$ cat config.mk
export PLATFORM = sky130hd
export DESIGN_NAME = ecc_result_collector_flat
export DESIGN_NICKNAME = d
export VERILOG_FILES = /design/src/rtl/ecc_result_collector_if.sv /design/src/rtl/ecc_result_collector.sv /design/src/flat_wrapper.sv
export SDC_FILE = /design/constraint.sdc
export NUM_CORES = 1
export LEC_CHECK = 0
export BUFFER_PORTS_ARGS = -buffer_cell sky130_fd_sc_hd__buf_2
export CAP_MARGIN = 20
export CORE_MARGIN = 3
export CORE_UTILIZATION = 30
export DETAILED_ROUTE_END_ITERATION = 7
export HOLD_SLACK_MARGIN = 0.12
export SYNTH_ARGS = -nofsm -noshare
export SYNTH_HDL_FRONTEND = slang
export SYNTH_SLANG_ARGS = --single-unit
$ cat constraint.sdc
create_clock -name clk -period 4 [get_ports clk]
set_input_delay 0.2 -clock clk [delete_from_list [all_inputs] [get_ports clk]]
set_output_delay 0.2 -clock clk [all_outputs]
set_load 0.03 [all_outputs]
$ cat src/rtl/ecc_result_collector_if.sv
// Result bus between the ECC checker pipe, the collector and the downstream consumer.
// The arrival side carries checker results in; the head side presents the oldest entry.
interface ecc_result_collector_if #(
  parameter int data_width = 27,
  parameter int chk_width  = 7,
  parameter int id_width   = 1
);
  logic                  arrive;
  logic [id_width-1:0]   arrive_id;
  logic [data_width-1:0] in_data;
  logic                  in_err_detect;
  logic                  in_err_multi;
  logic [chk_width-1:0]  in_synd;
  logic                  accept_n;
  logic                  out_valid;
  logic [data_width-1:0] out_data;
  logic [id_width-1:0]   out_id;
  logic [1:0]            out_class;
  logic                  pop;

  // Collector side
  modport slave (
    input  arrive, arrive_id, in_data, in_err_detect, in_err_multi, in_synd, pop,
    output accept_n, out_valid, out_data, out_id, out_class
  );

  // Pipe / consumer side
  modport master (
    output arrive, arrive_id, in_data, in_err_detect, in_err_multi, in_synd, pop,
    input  accept_n, out_valid, out_data, out_id, out_class
  );
endinterface

$ cat src/rtl/ecc_result_collector.sv
// Captures ECC checker results into a small FIFO, classifies them and keeps
// saturating error statistics plus sticky flags for the scrub/CSR logic.
module ecc_result_collector #(
  parameter int data_width = 27,
  parameter int chk_width  = 7,
  parameter int id_width   = 1,
  parameter int depth      = 4,
  parameter int cnt_width  = 8
) (
  input  logic                         clk,
  input  logic                         rst_n,
  ecc_result_collector_if.slave        bus,
  input  logic                         clr,
  output logic [$clog2(depth+1)-1:0]   fifo_count,
  output logic [cnt_width-1:0]         corr_cnt,
  output logic [cnt_width-1:0]         uncorr_cnt,
  output logic [chk_width-1:0]         last_synd,
  output logic [id_width-1:0]          last_id,
  output logic                         uncorr_flag,
  output logic                         ovf_flag
);
  localparam int CW = $clog2(depth + 1);
  localparam int PW = $clog2(depth);
  localparam int EW = 2 + id_width + data_width;

  logic [EW-1:0]         mem [depth];
  logic [PW-1:0]         wr_ptr_reg, rd_ptr_reg;
  logic [CW-1:0]         count_reg, count_next;
  logic                  accept_n_reg;
  logic [cnt_width-1:0]  corr_cnt_reg, uncorr_cnt_reg;
  logic [chk_width-1:0]  last_synd_reg;
  logic [id_width-1:0]   last_id_reg;
  logic                  uncorr_flag_reg, ovf_flag_reg;

  logic [1:0]            in_class;
  logic                  pop_eff, push, drop;
  logic                  is_corr, is_uncorr, is_err;
  logic [EW-1:0]         head;

  always_comb begin
    in_class  = bus.in_err_multi ? 2'b11 : (bus.in_err_detect ? 2'b01 : 2'b00);
    is_corr   = bus.arrive && (in_class == 2'b01);
    is_uncorr = bus.arrive && (in_class == 2'b11);
    is_err    = is_corr || is_uncorr;
    pop_eff   = bus.pop && (count_reg != '0);
    // A full FIFO still takes an arrival when the head leaves in the same cycle.
    push      = bus.arrive && ((count_reg < CW'(depth)) || pop_eff);
    drop      = bus.arrive && !push;
    count_next = count_reg + CW'(push) - CW'(pop_eff);
  end

  // Storage is not reset; head outputs are masked while the FIFO is empty.
  always_ff @(posedge clk) begin
    if (push) mem[wr_ptr_reg] <= {in_class, bus.arrive_id, bus.in_data};
  end

  always_ff @(posedge clk or negedge rst_n) begin
    if (!rst_n) begin
      wr_ptr_reg   <= '0;
      rd_ptr_reg   <= '0;
      count_reg    <= '0;
      accept_n_reg <= 1'b0;
    end else begin
      if (push)    wr_ptr_reg <= (wr_ptr_reg == PW'(depth - 1)) ? '0 : wr_ptr_reg + 1'b1;
      if (pop_eff) rd_ptr_reg <= (rd_ptr_reg == PW'(depth - 1)) ? '0 : rd_ptr_reg + 1'b1;
      count_reg    <= count_next;
      // Stall one slot early so the arrival already in flight still fits.
      accept_n_reg <= (count_next >= CW'(depth - 1));
    end
  end

  always_ff @(posedge clk or negedge rst_n) begin
    if (!rst_n) begin
      corr_cnt_reg    <= '0;
      uncorr_cnt_reg  <= '0;
      last_synd_reg   <= '0;
      last_id_reg     <= '0;
      uncorr_flag_reg <= 1'b0;
      ovf_flag_reg    <= 1'b0;
    end else if (clr) begin
      // The clearing cycle's own arrival is still recorded.
      corr_cnt_reg    <= cnt_width'(is_corr);
      uncorr_cnt_reg  <= cnt_width'(is_uncorr);
      uncorr_flag_reg <= is_uncorr;
      ovf_flag_reg    <= drop;
      last_synd_reg   <= is_err ? bus.in_synd   : '0;
      last_id_reg     <= is_err ? bus.arrive_id : '0;
    end else begin
      if (is_corr && (corr_cnt_reg != '1))     corr_cnt_reg   <= corr_cnt_reg + 1'b1;
      if (is_uncorr && (uncorr_cnt_reg != '1)) uncorr_cnt_reg <= uncorr_cnt_reg + 1'b1;
      if (is_uncorr) uncorr_flag_reg <= 1'b1;
      if (drop)      ovf_flag_reg    <= 1'b1;
      if (is_err) begin
        last_synd_reg <= bus.in_synd;
        last_id_reg   <= bus.arrive_id;
      end
    end
  end

  always_comb begin
    head          = (count_reg != '0) ? mem[rd_ptr_reg] : '0;
    bus.out_valid = (count_reg != '0);
    bus.out_data  = head[data_width-1:0];
    bus.out_id    = head[data_width +: id_width];
    bus.out_class = head[EW-1 -: 2];
    bus.accept_n  = accept_n_reg;
    fifo_count    = count_reg;
    corr_cnt      = corr_cnt_reg;
    uncorr_cnt    = uncorr_cnt_reg;
    last_synd     = last_synd_reg;
    last_id       = last_id_reg;
    uncorr_flag   = uncorr_flag_reg;
    ovf_flag      = ovf_flag_reg;
  end
endmodule

$ cat src/flat_wrapper.sv
// flat-port wrapper written by rule: the top's interface ports become plain ports
module ecc_result_collector_flat 
#(
  parameter int data_width = 27,
  parameter int chk_width  = 7,
  parameter int id_width   = 1,
  parameter int depth      = 4,
  parameter int cnt_width  = 8
)
  (clk, rst_n, clr, fifo_count, corr_cnt, uncorr_cnt, last_synd, last_id, uncorr_flag, ovf_flag, bus_arrive, bus_arrive_id, bus_in_data, bus_in_err_detect, bus_in_err_multi, bus_in_synd, bus_pop, bus_accept_n, bus_out_valid, bus_out_data, bus_out_id, bus_out_class);
  ecc_result_collector_if #(.data_width(data_width), .chk_width(chk_width), .id_width(id_width)) bus_i ();
  input  logic clk;
  input  logic rst_n;
  input  logic clr;
  output logic [$clog2(depth+1)-1:0] fifo_count;
  output logic [cnt_width-1:0] corr_cnt;
  output logic [cnt_width-1:0] uncorr_cnt;
  output logic [chk_width-1:0] last_synd;
  output logic [id_width-1:0] last_id;
  output logic uncorr_flag;
  output logic ovf_flag;
  input wire logic [$bits(bus_i.arrive)-1:0] bus_arrive;
  input wire logic [$bits(bus_i.arrive_id)-1:0] bus_arrive_id;
  input wire logic [$bits(bus_i.in_data)-1:0] bus_in_data;
  input wire logic [$bits(bus_i.in_err_detect)-1:0] bus_in_err_detect;
  input wire logic [$bits(bus_i.in_err_multi)-1:0] bus_in_err_multi;
  input wire logic [$bits(bus_i.in_synd)-1:0] bus_in_synd;
  input wire logic [$bits(bus_i.pop)-1:0] bus_pop;
  output wire logic [$bits(bus_i.accept_n)-1:0] bus_accept_n;
  output wire logic [$bits(bus_i.out_valid)-1:0] bus_out_valid;
  output wire logic [$bits(bus_i.out_data)-1:0] bus_out_data;
  output wire logic [$bits(bus_i.out_id)-1:0] bus_out_id;
  output wire logic [$bits(bus_i.out_class)-1:0] bus_out_class;
  assign bus_i.arrive = bus_arrive;
  assign bus_i.arrive_id = bus_arrive_id;
  assign bus_i.in_data = bus_in_data;
  assign bus_i.in_err_detect = bus_in_err_detect;
  assign bus_i.in_err_multi = bus_in_err_multi;
  assign bus_i.in_synd = bus_in_synd;
  assign bus_i.pop = bus_pop;
  assign bus_accept_n = bus_i.accept_n;
  assign bus_out_valid = bus_i.out_valid;
  assign bus_out_data = bus_i.out_data;
  assign bus_out_id = bus_i.out_id;
  assign bus_out_class = bus_i.out_class;
  ecc_result_collector #(.data_width(data_width), .chk_width(chk_width), .id_width(id_width), .depth(depth), .cnt_width(cnt_width)) u_core (.clk(clk), .rst_n(rst_n), .bus(bus_i), .clr(clr), .fifo_count(fifo_count), .corr_cnt(corr_cnt), .uncorr_cnt(uncorr_cnt), .last_synd(last_synd), .last_id(last_id), .uncorr_flag(uncorr_flag), .ovf_flag(ovf_flag));
endmodule
-- Word level (Yosys, flattened, before mapping)
Memories as Yosys holds them, arrays and structs flattened.
Cells that the tools add are included.
- add/subtract/negate cells: 6
- shifts and indexed selects: 0
- div/mod/pow operators: 0
- multiplexer cells: 21
- $mul: 0
- $lt $le $gt $ge: 2
- equal/unequal tests: 6
- bitwise gates (word level): 0
- reduce and logical (&&, ||, !) cells: 16
- operators by type and width (operator ; number):
    $mux 8 ; 4
    $mux 30 ; 1
    $mux 7 ; 3
    $add 8x1->8 const B ; 2
    $ne 8x8->1 const B ; 2
    $mux 1 ; 10
    $reduce_bool 2->1 ; 5
    $logic_and 1x1->1 ; 7
    $eq 2x2->1 const B ; 3
    $mux 2 ; 3
    $add 2x1->2 const B ; 2
    $add 3x1->3 ; 1
    $ge 3x2->1 const B ; 1
    $lt 3x3->1 const B ; 1
    $reduce_bool 3->1 ; 1
    $sub 3x1->3 ; 1
    $eq 2x1->1 const B ; 1
    $logic_or 1x1->1 ; 2
    $logic_not 1->1 ; 1
- memories kept: 1
- bits in read-only memories: 0
- bits in latches: 0
- input port bits: 42
- output and inout bits: 61
- bits in writable memories: 120
- register bits: 34
- logic and storage cells: 62
- memories (memory ; words ; width ; read ports ; clocked after Yosys merged registers in ; write ports ; line ; RTL):
    u_core.mem ; 4 ; 30 ; 1 ; 0 ; 1 ; ecc_result_collector.sv:26 ; logic [EW-1:0] mem [depth];

-- Logic depth before layout (Yosys ltp)
- depth in word-level cells: 8
- depth in mapped cells: 10
- depth with buffers taken out: 10

-- Worst setup path before layout
Ideal clock, no wire load.
- kind: reg-to-reg
- start: register u_core.count_reg[2], in the netlist u_core.fifo_count[2]
- end: register u_core.accept_n_reg, in the netlist u_core.bus.accept_n
- path buffers: 0
- setup slack: 1.474 ns
- arrival: 2.408 ns
- clock period less this slack: 2.526 ns
- library setup time: 0.118 ns
- required time: 3.882 ns
- stages on the path, launching flop included: 11
- cells stage by stage: dfrtp_1 > or3_4 > and2_4 > ha_1 > inv_1 > ha_1 > inv_1 > fa_1 > xnor2_1 > xnor2_1 > a21o_1
- longest elaborated chain between the ends: 7
- elaborated cells between the ends (all ways): 8
- classes of those cells: 2 x add/sub; 2 x order compare; 4 x reduce/logical
- RTL lines (what ; line ; RTL):
    start: declaration ; ecc_result_collector.sv:28 ; logic [CW-1:0] count_reg, count_next;
    start signal: assignment ; ecc_result_collector.sv:66 ; count_reg <= count_next;
    $reduce_bool 3->1 * ; ecc_result_collector.sv:45 ; pop_eff = bus.pop && (count_reg != '0);
    $logic_and 1x1->1 * ; ecc_result_collector.sv:45 ;
    named net u_core.pop_eff ; ecc_result_collector.sv:36 ; logic pop_eff, push, drop;
    $logic_or 1x1->1 ; ecc_result_collector.sv:47 ; push = bus.arrive && ((count_reg < CW'(depth)) || pop_eff);
    $logic_and 1x1->1 ; ecc_result_collector.sv:47 ;
    $add 3x1->3 ; ecc_result_collector.sv:49 ; count_next = count_reg + CW'(push) - CW'(pop_eff);
    $sub 3x1->3 * ; ecc_result_collector.sv:49 ;
    named net u_core.count_next[2] ; ecc_result_collector.sv:28 ;
    $ge 3x2->1 * ; ecc_result_collector.sv:68 ; accept_n_reg <= (count_next >= CW'(depth - 1));
    end signal: assignment ; ecc_result_collector.sv:68 ;
    end: declaration ; ecc_result_collector.sv:29 ; logic accept_n_reg;
Mark *: on every way through the listed nets, which the timed path passes. The rest lies on a longest branch.
A chain may end at the register's enable or synchronous reset.

-- Worst setup path after layout
- start: register u_core.rd_ptr_reg[0]
- end: output port bus_out_data[10]
- longest elaborated chain between the ends: 2
- RTL lines (what ; line ; RTL):
    start: declaration ; ecc_result_collector.sv:27 ; logic [PW-1:0] wr_ptr_reg, rd_ptr_reg;
    start signal: assignment ; ecc_result_collector.sv:65 ; if (pop_eff) rd_ptr_reg <= (rd_ptr_reg == PW'(depth - 1)) ? '0 : rd_ptr_reg + 1'b1;
    $mem_v2 4x30 ; -- ;
    $mux 30 ; ecc_result_collector.sv:101 ; head = (count_reg != '0) ? mem[rd_ptr_reg] : '0;
    end: declaration ; flat_wrapper.sv:31 ; output wire logic [$bits(bus_i.out_data)-1:0] bus_out_data;
Every way passes these cells.

==> impl_metrics.ini <==
[status]
status = finished clean

[critical_path]
critPathTopFamily = flip-flops
setup.worst_path.start = u_core.rd_ptr_reg[0]
cp_num_buf_inv = 2
reg2reg_from = u_core.fifo_count[2]
start_kind = flop
required_ps = 3800
cp-end-kind = output port
cpMaxStageDelayCell = dfrtp_2
worstPathArrival_ps = 2590
slowest_delay_ps = 930
worstPathCellList = buf_4 > mux4_2 > and2_1 > buf_2
critPathKind = reg -> out
worst-path-max-fanout = 25

[global_route]
grt_pass1_wl_um = 22100
grt_use_total_pct = 12.1
grt_max_degree = 35
grt_overflow = 0
antenna_found_initial = 0
grt_pass1_vias = 4158

[cts]
cts.sinks = 154
cts_tree = built
clk_latency_ps = 420
postCtsResizedCells = 0
cts_root_buf = clkbuf_16
cts_buffers = 17
clockBufferDepth = 2
clk_pin_slew_ps = 70
cts.htree.levels = 4

[synth]
synth_top_area_cell = edfxtp_1
synth.distinct_cells = 50
synth.area.top_cells = edfxtp_1 56%, dfrtp_1 13%, mux4_2 11%
syn_nets = 424
syn-mean-instance-area_um2 = 17.3
async_reset_ff_share_pct = 22.1
synth_enable_flop_cells = 120
yosys_warnings = 0
yosysSeqAreaShare_pct = 69.3
synth_ff_type = edfxtp_1
syn_inst = 372
ys_ff_latch = 154
syn-cell-area_um2 = 6420
synth_top_area_share_pct = 56.1

[floorplan]
start_util_pct = 31.2
die_area_um2 = 23200
die_x_um = 152
num_io_pins = 103
core_um2 = 20600
chipHeight_um = 152
num_rows = 52

[layout]
layout_common_cells = 120 x edfxtp_1, 102 x buf_2, 37 x dlygate4sd3_1
drive_above_1_share_pct = 34.5
largest_reg_flops = 120
design_area_um2 = 8100
synthToLayoutAreaGrowth_pct = 26.1
nets = 566
diodes = 0
final_common_cell = edfxtp_1
num-fill-cells = 1905

[sta]
skew_ps = 9.06
final.min_clock_period_ps = 2790
finalSetupViolCount = 0
rsz0062_at_grt = false
max_freq_ghz = 0.359
finalSetupTns_ps = 0
tightest_slew_ps = 883
slew_viol_final = 0
finalHoldViolCount = 0
period_share_pct = 69.7
slew_headroom_pct = 41.1

[power]
p_comb_share_pct = 33.1
p_leak_nw = 3.10
switching_power_mw = 2.04
ir_worst_vdd_v = 0.000324
p_sw_share_pct = 35.8
internal-power_mw = 3.66
seqPwrFrac_pct = 39.4
power_density_nw_per_um2 = 704
p_clk_share_pct = 27.5

[placed_design]
dp_hpwl_um = 8520
port_buffers = 102
post_dp_cell_area_um2 = 7150
gp_congestion = 0.760

[detailed_routing]
drc = 0
drtIter0Drc = 204
num_vias = 3713
finalWirelength_um = 13700
wire_per_inst_um = 17.2
dr.pass1.iters = 5
vias_per_cell = 4.66
drt.antenna.violating_nets = 0

[hold_path]
hp-start = bus_in_err_multi
hold_class = in -> reg

[run]
maxCapViolCount = 0
## routing by layer
layer  share of wire, %  vias up  GRT usage, %
met1                 43     1868          15.1
met2                 48      120          19.4
met3                7.8        9          5.23
li1                   -     1716             -
met5                  0        -             0
met4               0.83        0          3.38
## area by class of cell
cell class | instances | area [µm²] | share of cell area, %
inverters | 11 | 41.3 | 0.510
multi-input cells | 190 | 1800 | 22.2
well taps | 270 | 338 | 4.17
clock inverters | 15 | 155 | 1.91
repair buffers | 140 | 888 | 11.0
clock buffers | 17 | 425 | 5.25
flip-flops and latches | 154 | 4460 | 55.0
## synthesized netlist by cell type, types with 2 or more instances
cell type	n
dfrtp_1	34
nand2_1	25
inv_1	11
a211oi_1	5
a31oi_1	2
and3_1	5
xnor2_1	2
mux2_2	5
ha_1	9
edfxtp_1	120
clkbuf_1	3
mux2i_1	4
buf_2	8
nor2_1	10
buf_12	2
a41oi_1	4
buf_6	2
a21boi_0	3
mux4_2	30
a311oi_1	4
mux2_4	2
nor3_1	2
a21oi_1	3
nor2b_1	5
nand3_1	12
and2_1	36
## what timing repair did
action,in CTS,in global routing
setup buffers,0,0
hold buffers,37,0
endpoints found under the hold margin,155,0
## per-stage QoR
stage | util (%) | power (mW) | instances | setup WS (ps) | hold slack, ps
2_1_floorplan | - | 3.65 | 372 | 1470 | -95.6
3_3_place_gp | 34.7 | 4.13 | 728 | 1350 | 307
3_5_place_dp | 34.7 | 4.19 | 728 | 1250 | 324
4_1_cts | 39.3 | 5.79 | 797 | 1100 | 151
5_1_grt | 39.3 | 6.00 | 797 | 968 | 170
6_report | 39.3 | 5.71 | 797 | 1210 | 171
## logic make-up after synthesis
group                    synth area share (%)
flip-flops                               69.3
AND/OR/NAND/NOR                          8.94
multiplexers                             12.7
AO/OA/AOI/OAI                            3.97
buffers and inverters                    2.77
adder cells (fa/ha/maj)                  2.06
XOR/XNOR                                0.273
## path summary, 6_finish.rpt
kind                                         to  slack, ps  cells after the start
setup / recovery               bus_out_data[10]       1210                      4
hold / removal                u_core.mem[3][29]        170                      1
setup reg to reg            u_core.bus.accept_n       1250                     10
hold reg to reg             u_core.last_synd[6]        500                      2
max in group asynchronous  u_core.rd_ptr_reg[0]       3070                      2
min in group asynchronous   u_core.last_synd[5]        390                      2
## power by group through the flow
stage | Combinational [mW] | Sequential [mW] | Clock (mW)
floorplan | 1.46 | 2.19 | 0
global placement | 1.86 | 2.27 | 0
detailed placement | 1.89 | 2.30 | 0
CTS | 1.93 | 2.27 | 1.60
global route | 2.04 | 2.30 | 1.67
finish | 1.89 | 2.25 | 1.57
## worst register-to-register path, cell delays in order (launching register included)
cell and delay, ps:
dfrtp_1 440, or3_4 590, and2_4 250, ha_1 260, inv_1 60, ha_1 140
inv_1 60, fa_1 390, xnor2_1 150, xnor2_1 140, a21o_1 160
No activity file was read; power rests on OpenSTA's default activity.
